==> src/rtl/otp_display_decoder_if.sv <==
// Display bus shared by the OTP authenticator core and its receive-side decoder,
// plus the decoded results and an FSM state view for observation.
interface otp_display_decoder_if;
   logic [6:0] lfsr_out;
   logic [6:0] user_out;
   logic [1:0] an;
   logic       otp_latch;
   logic       user_latch;

   // otp_valid/user_valid are levels with no ready: each rises on the edge that
   // captures the second digit and stays up until a latch rise clears it.
   logic [7:0] otp_code;
   logic [7:0] user_code;
   logic       otp_valid;
   logic       user_valid;
   logic       match;
   logic       mismatch;
   logic       seg_err;
   logic       seq_err;
   logic       timeout;
   logic [2:0] fsm_state;

   modport master (
      output lfsr_out, user_out, an, otp_latch, user_latch,
      input  otp_code, user_code, otp_valid, user_valid, match, mismatch,
             seg_err, seq_err, timeout, fsm_state
   );

   modport slave (
      input  lfsr_out, user_out, an, otp_latch, user_latch,
      output otp_code, user_code, otp_valid, user_valid, match, mismatch,
             seg_err, seq_err, timeout, fsm_state
   );
endinterface

==> src/rtl/otp_display_decoder.sv <==
// Rebuilds the OTP and user codes from the multiplexed seven-segment bus and
// reports match/mismatch after each user entry.
module otp_display_decoder #(
   parameter int STABLE_CYCLES  = 4,
   parameter int TIMEOUT_CYCLES = 1024
) (
   input  logic                  clk,
   input  logic                  reset_n,
   otp_display_decoder_if.slave  bus
);
   typedef enum logic [2:0] {
      IDLE         = 3'd0,
      CAPTURE_OTP  = 3'd1,
      CAPTURE_USER = 3'd2,
      COMPARE      = 3'd3,
      DONE         = 3'd4
   } state_t;

   localparam logic [7:0]  STABLE_LIMIT  = 8'(STABLE_CYCLES);
   localparam logic [15:0] TIMEOUT_LIMIT = 16'(TIMEOUT_CYCLES);
   localparam logic [6:0]  BLANK         = 7'h7F;
   localparam logic [1:0]  AN_DIGIT0     = 2'b10;
   localparam logic [1:0]  AN_DIGIT1     = 2'b01;

   function automatic logic [4:0] decode_glyph(input logic [6:0] seg);
      logic [4:0] r;
      case (seg)
         7'h40:   r = {1'b1, 4'h0};
         7'h79:   r = {1'b1, 4'h1};
         7'h24:   r = {1'b1, 4'h2};
         7'h30:   r = {1'b1, 4'h3};
         7'h19:   r = {1'b1, 4'h4};
         7'h12:   r = {1'b1, 4'h5};
         7'h02:   r = {1'b1, 4'h6};
         7'h78:   r = {1'b1, 4'h7};
         7'h00:   r = {1'b1, 4'h8};
         7'h10:   r = {1'b1, 4'h9};
         7'h08:   r = {1'b1, 4'hA};
         7'h03:   r = {1'b1, 4'hB};
         7'h46:   r = {1'b1, 4'hC};
         7'h21:   r = {1'b1, 4'hD};
         7'h06:   r = {1'b1, 4'hE};
         7'h0E:   r = {1'b1, 4'hF};
         default: r = 5'b0_0000;
      endcase
      return r;
   endfunction

   state_t     state, state_next;

   logic [6:0] lfsr_q, user_q;
   logic [1:0] an_q;
   logic       otp_latch_q, user_latch_q, otp_latch_d, user_latch_d;
   logic       otp_rise, user_rise;

   logic [6:0] seg_sel;
   logic [8:0] pair, pair_prev;
   logic [7:0] stab_cnt, stab_next;
   logic       stable_hit;

   logic [4:0] glyph_info;
   logic       glyph_ok;
   logic [3:0] glyph_val;
   logic       capture_active, accept, wr_d0, wr_d1, bad_glyph;

   logic [15:0] tcnt, tcnt_n, tcnt_inc;
   logic        tmo_hit;

   logic [3:0] otp_d0, otp_d1, user_d0, user_d1;
   logic [3:0] otp_d0_n, otp_d1_n, user_d0_n, user_d1_n;
   logic       otp_f0, otp_f1, user_f0, user_f1, user_active;
   logic       otp_f0_n, otp_f1_n, user_f0_n, user_f1_n, user_active_n;
   logic       otp_valid, user_valid, match, mismatch, seg_err, seq_err, timeout;
   logic       otp_valid_n, user_valid_n, match_n, mismatch_n;
   logic       seg_err_n, seq_err_n, timeout_n;

   always_ff @(posedge clk or negedge reset_n) begin
      if (!reset_n) begin
         lfsr_q       <= '0;
         user_q       <= '0;
         an_q         <= '0;
         otp_latch_q  <= 1'b0;
         user_latch_q <= 1'b0;
         otp_latch_d  <= 1'b0;
         user_latch_d <= 1'b0;
      end else begin
         lfsr_q       <= bus.lfsr_out;
         user_q       <= bus.user_out;
         an_q         <= bus.an;
         otp_latch_q  <= bus.otp_latch;
         user_latch_q <= bus.user_latch;
         otp_latch_d  <= otp_latch_q;
         user_latch_d <= user_latch_q;
      end
   end

   assign otp_rise  = otp_latch_q & ~otp_latch_d;
   assign user_rise = user_latch_q & ~user_latch_d;

   // The window restarts on any change of the selected digit or its pattern.
   assign seg_sel = (state == CAPTURE_USER) ? user_q : lfsr_q;
   assign pair    = {an_q, seg_sel};

   always_comb begin
      stab_next = stab_cnt;
      if (an_q == 2'b11 || an_q == 2'b00) begin
         stab_next = 8'd0;
      end else if (pair != pair_prev) begin
         stab_next = 8'd1;
      end else if (stab_cnt != 8'hFF) begin
         stab_next = stab_cnt + 8'd1;
      end
   end

   always_ff @(posedge clk or negedge reset_n) begin
      if (!reset_n) begin
         stab_cnt  <= '0;
         pair_prev <= '0;
      end else begin
         stab_cnt  <= stab_next;
         pair_prev <= pair;
      end
   end

   // Edge on the limit so a saturated counter at 255 does not re-accept.
   assign stable_hit = (stab_next == STABLE_LIMIT) && (stab_cnt != STABLE_LIMIT);

   assign glyph_info     = decode_glyph(seg_sel);
   assign glyph_ok       = glyph_info[4];
   assign glyph_val      = glyph_info[3:0];
   assign capture_active = (state == CAPTURE_OTP) || ((state == CAPTURE_USER) && user_active);
   assign accept         = stable_hit && capture_active && !otp_rise;
   assign wr_d0          = accept && glyph_ok && (an_q == AN_DIGIT0);
   assign wr_d1          = accept && glyph_ok && (an_q == AN_DIGIT1);
   assign bad_glyph      = accept && !glyph_ok && (seg_sel != BLANK);

   assign tcnt_inc = tcnt + 16'd1;
   assign tmo_hit  = capture_active && (tcnt_inc == TIMEOUT_LIMIT);

   always_ff @(posedge clk or negedge reset_n) begin
      if (!reset_n) state <= IDLE;
      else          state <= state_next;
   end

   always_comb begin
      state_next    = state;
      otp_d0_n      = otp_d0;
      otp_d1_n      = otp_d1;
      user_d0_n     = user_d0;
      user_d1_n     = user_d1;
      otp_f0_n      = otp_f0;
      otp_f1_n      = otp_f1;
      user_f0_n     = user_f0;
      user_f1_n     = user_f1;
      user_active_n = user_active;
      otp_valid_n   = otp_valid;
      user_valid_n  = user_valid;
      match_n       = match;
      mismatch_n    = mismatch;
      seg_err_n     = seg_err;
      seq_err_n     = seq_err;
      timeout_n     = 1'b0;
      tcnt_n        = capture_active ? tcnt_inc : tcnt;

      if (otp_rise) begin
         state_next    = CAPTURE_OTP;
         otp_f0_n      = 1'b0;
         otp_f1_n      = 1'b0;
         user_f0_n     = 1'b0;
         user_f1_n     = 1'b0;
         user_active_n = 1'b0;
         otp_valid_n   = 1'b0;
         user_valid_n  = 1'b0;
         match_n       = 1'b0;
         mismatch_n    = 1'b0;
         seg_err_n     = 1'b0;
         seq_err_n     = 1'b0;
         tcnt_n        = '0;
      end else begin
         if (bad_glyph) seg_err_n = 1'b1;
         // A user entry is only welcome while waiting for one or after a result.
         if (user_rise && (state != DONE) && !((state == CAPTURE_USER) && !user_active))
            seq_err_n = 1'b1;

         case (state)
            IDLE: ;
            CAPTURE_OTP: begin
               if (wr_d0) begin otp_d0_n = glyph_val; otp_f0_n = 1'b1; end
               if (wr_d1) begin otp_d1_n = glyph_val; otp_f1_n = 1'b1; end
               if (otp_f0_n && otp_f1_n) begin
                  otp_valid_n = 1'b1;
                  state_next  = CAPTURE_USER;
               end else if (tmo_hit) begin
                  timeout_n  = 1'b1;
                  state_next = IDLE;
                  otp_f0_n   = 1'b0;
                  otp_f1_n   = 1'b0;
                  tcnt_n     = '0;
               end
            end
            CAPTURE_USER: begin
               if (!user_active) begin
                  if (user_rise) begin
                     user_active_n = 1'b1;
                     user_f0_n     = 1'b0;
                     user_f1_n     = 1'b0;
                     user_valid_n  = 1'b0;
                     tcnt_n        = '0;
                  end
               end else begin
                  if (wr_d0) begin user_d0_n = glyph_val; user_f0_n = 1'b1; end
                  if (wr_d1) begin user_d1_n = glyph_val; user_f1_n = 1'b1; end
                  if (user_f0_n && user_f1_n) begin
                     user_valid_n  = 1'b1;
                     user_active_n = 1'b0;
                     state_next    = COMPARE;
                  end else if (tmo_hit) begin
                     timeout_n     = 1'b1;
                     state_next    = IDLE;
                     user_f0_n     = 1'b0;
                     user_f1_n     = 1'b0;
                     user_active_n = 1'b0;
                     tcnt_n        = '0;
                  end
               end
            end
            COMPARE: begin
               match_n    = ({user_d1, user_d0} == {otp_d1, otp_d0});
               mismatch_n = ({user_d1, user_d0} != {otp_d1, otp_d0});
               state_next = DONE;
            end
            DONE: begin
               if (user_rise) begin
                  state_next    = CAPTURE_USER;
                  user_active_n = 1'b1;
                  user_f0_n     = 1'b0;
                  user_f1_n     = 1'b0;
                  user_valid_n  = 1'b0;
                  match_n       = 1'b0;
                  mismatch_n    = 1'b0;
                  tcnt_n        = '0;
               end
            end
            default: state_next = IDLE;
         endcase
      end
   end

   always_ff @(posedge clk or negedge reset_n) begin
      if (!reset_n) begin
         otp_d0      <= '0;
         otp_d1      <= '0;
         user_d0     <= '0;
         user_d1     <= '0;
         otp_f0      <= 1'b0;
         otp_f1      <= 1'b0;
         user_f0     <= 1'b0;
         user_f1     <= 1'b0;
         user_active <= 1'b0;
         otp_valid   <= 1'b0;
         user_valid  <= 1'b0;
         match       <= 1'b0;
         mismatch    <= 1'b0;
         seg_err     <= 1'b0;
         seq_err     <= 1'b0;
         timeout     <= 1'b0;
         tcnt        <= '0;
      end else begin
         otp_d0      <= otp_d0_n;
         otp_d1      <= otp_d1_n;
         user_d0     <= user_d0_n;
         user_d1     <= user_d1_n;
         otp_f0      <= otp_f0_n;
         otp_f1      <= otp_f1_n;
         user_f0     <= user_f0_n;
         user_f1     <= user_f1_n;
         user_active <= user_active_n;
         otp_valid   <= otp_valid_n;
         user_valid  <= user_valid_n;
         match       <= match_n;
         mismatch    <= mismatch_n;
         seg_err     <= seg_err_n;
         seq_err     <= seq_err_n;
         timeout     <= timeout_n;
         tcnt        <= tcnt_n;
      end
   end

   assign bus.otp_code   = {otp_d1, otp_d0};
   assign bus.user_code  = {user_d1, user_d0};
   assign bus.otp_valid  = otp_valid;
   assign bus.user_valid = user_valid;
   assign bus.match      = match;
   assign bus.mismatch   = mismatch;
   assign bus.seg_err    = seg_err;
   assign bus.seq_err    = seq_err;
   assign bus.timeout    = timeout;
   assign bus.fsm_state  = state;
endmodule

==> src/flat_wrapper.sv <==
// flat-port wrapper written by rule: the top's interface ports become plain ports
module otp_display_decoder_flat 
#(
   parameter int STABLE_CYCLES  = 4,
   parameter int TIMEOUT_CYCLES = 1024
)
  (clk, reset_n, bus_lfsr_out, bus_user_out, bus_an, bus_otp_latch, bus_user_latch, bus_otp_code, bus_user_code, bus_otp_valid, bus_user_valid, bus_match, bus_mismatch, bus_seg_err, bus_seq_err, bus_timeout, bus_fsm_state);
  otp_display_decoder_if bus_i ();
  input  logic clk;
  input  logic reset_n;
  input wire logic [$bits(bus_i.lfsr_out)-1:0] bus_lfsr_out;
  input wire logic [$bits(bus_i.user_out)-1:0] bus_user_out;
  input wire logic [$bits(bus_i.an)-1:0] bus_an;
  input wire logic [$bits(bus_i.otp_latch)-1:0] bus_otp_latch;
  input wire logic [$bits(bus_i.user_latch)-1:0] bus_user_latch;
  output wire logic [$bits(bus_i.otp_code)-1:0] bus_otp_code;
  output wire logic [$bits(bus_i.user_code)-1:0] bus_user_code;
  output wire logic [$bits(bus_i.otp_valid)-1:0] bus_otp_valid;
  output wire logic [$bits(bus_i.user_valid)-1:0] bus_user_valid;
  output wire logic [$bits(bus_i.match)-1:0] bus_match;
  output wire logic [$bits(bus_i.mismatch)-1:0] bus_mismatch;
  output wire logic [$bits(bus_i.seg_err)-1:0] bus_seg_err;
  output wire logic [$bits(bus_i.seq_err)-1:0] bus_seq_err;
  output wire logic [$bits(bus_i.timeout)-1:0] bus_timeout;
  output wire logic [$bits(bus_i.fsm_state)-1:0] bus_fsm_state;
  assign bus_i.lfsr_out = bus_lfsr_out;
  assign bus_i.user_out = bus_user_out;
  assign bus_i.an = bus_an;
  assign bus_i.otp_latch = bus_otp_latch;
  assign bus_i.user_latch = bus_user_latch;
  assign bus_otp_code = bus_i.otp_code;
  assign bus_user_code = bus_i.user_code;
  assign bus_otp_valid = bus_i.otp_valid;
  assign bus_user_valid = bus_i.user_valid;
  assign bus_match = bus_i.match;
  assign bus_mismatch = bus_i.mismatch;
  assign bus_seg_err = bus_i.seg_err;
  assign bus_seq_err = bus_i.seq_err;
  assign bus_timeout = bus_i.timeout;
  assign bus_fsm_state = bus_i.fsm_state;
  otp_display_decoder #(.STABLE_CYCLES(STABLE_CYCLES), .TIMEOUT_CYCLES(TIMEOUT_CYCLES)) u_core (.clk(clk), .reset_n(reset_n), .bus(bus_i));
endmodule
==> config.mk <==
export PLATFORM = sky130hd
export DESIGN_NAME = otp_display_decoder_flat
export DESIGN_NICKNAME = d
export VERILOG_FILES = /design/src/rtl/otp_display_decoder_if.sv /design/src/rtl/otp_display_decoder.sv /design/src/flat_wrapper.sv
export SDC_FILE = /design/constraint.sdc
export NUM_CORES = 1
export LEC_CHECK = 0
export BUFFER_PORTS_ARGS = -buffer_cell sky130_fd_sc_hd__buf_2
export CORE_ASPECT_RATIO = 0.7
export CORE_MARGIN = 4
export CORE_UTILIZATION = 45
export DETAILED_ROUTE_END_ITERATION = 8
export PLACE_DENSITY_LB_ADDON = 0.12
export SYNTH_ARGS = -nofsm -noshare
export SYNTH_HDL_FRONTEND = slang
export SYNTH_SLANG_ARGS = --single-unit
==> constraint.sdc <==
create_clock -name clk -period 6.73 [get_ports clk]
set_input_delay 0.3365 -clock clk [delete_from_list [all_inputs] [get_ports clk]]
set_output_delay 0.3365 -clock clk [all_outputs]
set_load 0.02 [all_outputs]
==> results of run 1 <==
layout make-up:
cell class	count	area (sq um)	area share, %
Inverter	24	90.1	1.55
Tap cell	153	191	3.30
Multi-Input combinational cell	427	2870	49.4
Clock buffer	9	225	3.89
Clock inverter	7	78.8	1.36
Timing Repair Buffer	47	243	4.19
Sequential cell	84	2100	36.3
path summary, 6_finish.rpt:
kind,startpoint,to,slack (ns),depth (start not counted)
worst max-delay path,u_core.bus.fsm_state[2],u_core.tcnt[2],2.45,9
min in group asynchronous,reset_n,u_core.otp_d1[1],0.16,1
worst max register to register,u_core.bus.fsm_state[2],u_core.tcnt[2],2.45,9
worst min register to register,u_core.otp_latch_q,u_core.otp_latch_d,0.39,0
worst min-delay path,bus_user_latch,u_core.user_latch_q,0.1,1
max in group asynchronous,reset_n,u_core.user_q[1],5.81,1
worst max-delay path: stages (launching register included):
cell,delay (ns)
dfrtp_1,0.52
or3b_1,0.75
mux2i_1,0.51
nor3_2,0.14
nor4_4,0.50
a211oi_1,0.19
o22ai_1,0.28
a21oi_1,0.12
o31ai_2,0.88
o221ai_1,0.21
power by group through the flow:
| stage | Combinational, mW | Sequential (mW) | Clock, mW |
|---|---|---|---|
| 2_1_floorplan | 0.0885 | 0.543 | 0 |
| 3_3_place_gp | 0.109 | 0.563 | 0 |
| 3_5_place_dp | 0.110 | 0.564 | 0 |
| 4_1_cts | 0.110 | 0.555 | 0.529 |
| 5_1_grt | 0.125 | 0.560 | 0.552 |
| 6_report | 0.110 | 0.556 | 0.516 |
per-layer routing:
metal / GRT usage [%] / vias to the layer above / wire length (um)
li1: - / 2146 / -
met1: 33.3 / 2178 / 6970
met2: 28.1 / 154 / 5440
met3: 5.41 / 16 / 979
met4: 5.96 / 0 / 191
met5: 0 / - / 0
logic make-up (layout without fill, tap and decap cells):
logic type      Yosys count  count (layout)  share of synthesized area, %
fa+ha+maj                 6               6                          1.44
buf+inv                  62              87                          4.89
simple gates            248             248                          26.0
mux                      29              29                          6.24
flops                    84              84                          40.3
xor+xnor                 27              27                          4.53
compound gates          117             117                          16.6
synthesized netlist by cell type, drive strengths merged (9+ instances only):
cell type,instances
xnor2,22
mux2,18
clkbuf,26
nor2,54
inv,24
nor3,26
a211oi,12
nor4,9
o21ai,21
mux2i,11
and2,9
dfrtp,84
and3,10
buf,12
a21oi,28
nand4,19
nand2,45
nand2b,12
nand3,19
stage by stage:
stage | instances | hold slack (ns) | util [%]
6_report | 751 | 0.0970 | 51.9
5_1_grt | 751 | 0.0875 | 51.9
2_1_floorplan | 573 | 0.0409 | -
3_5_place_dp | 735 | 0.383 | 49.2
3_3_place_gp | 735 | 0.381 | 49.2
4_1_cts | 751 | 0.0838 | 51.9
flip-flops by register name, indices dropped and copies added (netlist names), 2 cells and up:
name,flops
u_core.user_d1,4
u_core.user_q,7
u_core.an_q,2
u_core.otp_d0,4
u_core.user_d0,4
u_core.lfsr_q,7
u_core.tcnt,16
u_core.pair_prev,9
u_core.otp_d1,4
u_core.bus.fsm_state,3
u_core.stab_cnt,8
==> flow_summary.ini, run 1 <==
[outcome]
outcome = finished clean

[drt]
antenna_left = 0
drt_iter0_markers = 387
vias_per_cell = 5.98
wire_per_inst_um = 18.1
drt_first_pass_iters = 5
drc = 0
routed-via-count = 4494
drt-total-wl_mm = 13.6

[global_route]
grt_usage_pct = 21.1
antenna_found_initial = 0
grt_pass1_vias = 4264
grt_max_degree = 85
grt_overflow = 0
grt_pass1_wl_mm = 22.6

[sta]
tightest_slew_ns = 1.10
finalSetupViolCount = 0
rsz0062_at_grt = false
max_slew_margin_pct = 26.5
fmax_ghz = 0.233
min_period_over_period_pct = 63.7
fin_skew_ns = 0.00920
slew_viol_final = 0
final.setup.tns_ns = 0
hold_viol = 0
layout_min_cycle_time_ns = 4.28
worst_slack_ns = 2.45

[synth]
synth_top_area_cell = dfrtp_1
netlist_area_sq_um = 5220
synthFlopType = dfrtp_1
ys_warn_count = 0
syn-instance-count = 573
yosys.area.top_type_share_pct = 40.3
ys_seq_area_share_pct = 40.3
ys_async_sr_fraction_pct = 100
synth_nets = 599
synth.area.top_cells = dfrtp_1 40%, mux2_2 3.9%, nor2_1 3.9%, xnor2_1 3.7%, nand2_1 3.2%
ys_seq_elements = 84
synth_edf_count = 0
syn-mean-instance-area_sq_um = 9.10
ys_types = 73

[clock_network]
insertion_delay_ns = 0.34
hold_buffers = 0
tritoncts = yes
cts_buffers = 9
post_cts_buffers = 0
ctsResizeCount = 0
cts_sinks = 84
clock-root-buffer = clkbuf_16
clk_pin_slew_ns = 0.07
htreeDepth = 3
clk_path_buf_depth = 2

[finish]
final_cell_mix = 84 x dfrtp_1, 54 x nor2_1, 45 x nand2_1
num-fill-cells = 1026
layout_commonest_cell = dfrtp_1
antenna_cells = 0
area_growth_pct = 11.1
fin_nets = 619
layout-drive-gt1-share_pct = 16.9
fin_area_sq_um = 5800

[power_and_ir_drop]
p_comb_share_pct = 9.3
power_leakage_nw = 2.50
p_sw_uw = 327
ir_drop_mv = 0.113
clkPwrFrac_pct = 43.6
cellInternalPower_uw = 856
p_sw_share_pct = 27.6
power_frac_seq_pct = 47.0
power_density_nw_per_um2 = 204
p_total_mw = 1.18

[worst_setup_path]
crit_type = reg -> reg
cp_max_fo = 15
cp.arrival_ns = 4.46
cp-start-kind = register
critPathRequiredTime_ns = 6.90
cp-end-kind = register

[floorplan]
core_area_sq_um = 11200
die_y_um = 98.1
row_count = 32
die_area_sq_um = 13400
die_w_um = 137
start_util_pct = 46.7
num_io_pins = 46

[min_path]
holdCritPathClass = in -> reg

[placed_design]
dp_hpwl_mm = 9.84
port-buffer-count = 45
place_area_sq_um = 5490
dp_slack_ns = 2.48
gp_congestion = 0.925

[flow_run]
maxCapViolCount = 0
Power figures use the tool's default switching activity.
==> run 2, diff against run 1 <==
==> constraint.sdc (replaced) <==
create_clock -name clk -period 4.4 [get_ports clk]
set_input_delay 0.22 -clock clk [delete_from_list [all_inputs] [get_ports clk]]
set_output_delay 0.22 -clock clk [all_outputs]
set_load 0.02 [all_outputs]
==> flow_summary.ini, run 2 (synthesized netlist as in run 1, its figures left out) <==
[drt]
drt-total-wl_mm = 13.9
drt_first_pass_iters = 4
wire_per_inst_um = 18.0
drt_iter0_markers = 384
routed-via-count = 4670
drc = 0
antenna_left = 0
vias_per_cell = 6.05

[sta]
min_period_over_period_pct = 86.6
hold_viol = 0
finalSetupViolCount = 0
max_slew_margin_pct = 44.3
fin_skew_ns = 0.00821
layout_min_cycle_time_ns = 3.81
final.setup.tns_ns = 0
tightest_slew_ns = 0.834
fmax_ghz = 0.263
slew_viol_final = 0
rsz0062_at_grt = false

[clock_network]
clock-root-buffer = clkbuf_16
htreeDepth = 3
tritoncts = yes
insertion_delay_ns = 0.34
clk_pin_slew_ns = 0.06
post_cts_buffers = 0
cts_buffers = 9
hold_buffers = 19
clk_path_buf_depth = 2
cts_sinks = 84
ctsResizeCount = 0

[finish]
layout-drive-gt1-share_pct = 16.6
layout_commonest_cell = dfrtp_1
multi_input_area_sq_um = 2870
reg_top3 = u_core.tcnt (16), u_core.pair_prev (9), u_core.stab_cnt (8)
seq_area_sq_um = 2100
largest_register_ffs = 16
fin_nets = 641
fin_area_sq_um = 6010
num-fill-cells = 1021
area_growth_pct = 15.3
antenna_cells = 0
regMostFlops = u_core.tcnt
final_cell_mix = 84 x dfrtp_1, 54 x nor2_1, 45 x nand2_1

[floorplan]
die_y_um = 98.1
row_count = 32
die_w_um = 137
die_area_sq_um = 13400
start_util_pct = 46.7
num_io_pins = 46
core_area_sq_um = 11200

[flow_run]
maxCapViolCount = 0

[outcome]
outcome = finished clean

[placed_design]
dp_hpwl_mm = 10.2
gp_congestion = 0.932
port-buffer-count = 45
place_area_sq_um = 5510

[power_and_ir_drop]
ir_drop_mv = 0.201
power_leakage_nw = 2.60
power_density_nw_per_um2 = 301

[worst_setup_path]
cp-start-kind = register
cp.arrival_ns = 4.05
crit_type = reg -> reg
cp-end-kind = register
critPathRequiredTime_ns = 4.64
cp_max_fo = 15

[global_route]
grt_pass1_wl_mm = 22.6
grt_pass1_vias = 4295
grt_max_degree = 48
antenna_found_initial = 0
grt_overflow = 0
grt_usage_pct = 21.1

[min_path]
holdCritPathClass = in -> async
-- run 2: critical path, cell delays in order, from the launching register on --
cell,delay (ns)
dfrtp_1,0.59
or3b_1,0.68
mux2i_4,0.40
inv_2,0.11
nor4_4,0.37
nor4_4,0.11
a2111oi_4,0.49
o22ai_2,0.19
a21oi_4,0.27
o31ai_2,0.09
buf_4,0.20
a311oi_1,0.19
-- run 2: layer usage --
metal | up-vias | GRT usage [%] | wire length, um
li1 | 2189 | - | -
met1 | 2275 | 33.9 | 7010
met2 | 190 | 28.2 | 5630
met3 | 16 | 5.05 | 1120
met4 | 0 | 4.49 | 161
met5 | - | 0 | 0
-- run 2: where the power goes --
part	total [mW]	switching [mW]	leakage, nW	internal [mW]
Sequential	0.851	0.0538	1.10	0.797
Clock	0.780	0.308	0.152	0.472
Combinational	0.182	0.105	1.35	0.0767
-- run 2: layout make-up --
type,instances,area share (%)
clock inverters,4,0.936
repair buffers,69,7.57
inverters,24,1.50
flip-flops and latches,84,35.0
well taps,153,3.18
multi-input cells,427,47.6
clock buffers,11,4.20
-- run 2: worst paths after layout --
path | start | endpoint | slack (ns) | cells past startpoint
setup / recovery | u_core.bus.fsm_state[2] | u_core.tcnt[14] | 0.59 | 11
hold / removal | reset_n | u_core.otp_d0[2] | 0.38 | 2
setup reg to reg | u_core.bus.fsm_state[2] | u_core.tcnt[14] | 0.59 | 11
hold reg to reg | u_core.user_latch_q | u_core.user_latch_d | 0.40 | 0
max in group asynchronous | reset_n | u_core.otp_latch_q | 3.01 | 3
min in group clk | u_core.user_latch_q | u_core.user_latch_d | 0.40 | 0
-- run 2: per-stage QoR --
step / setup slack, ns / power (mW) / hold slack, ns / std cells / utilization (%)
2_1_floorplan: 1.16 / 0.966 / -0.0756 / 573 / -
3_3_place_gp: 0.722 / 1.03 / 0.211 / 738 / 49.4
3_5_place_dp: 0.627 / 1.03 / 0.216 / 738 / 49.4
4_1_cts: 0.625 / 1.83 / 0.400 / 772 / 53.8
5_1_grt: 0.292 / 1.89 / 0.411 / 772 / 53.8
6_report: 0.591 / 1.81 / 0.381 / 772 / 53.8
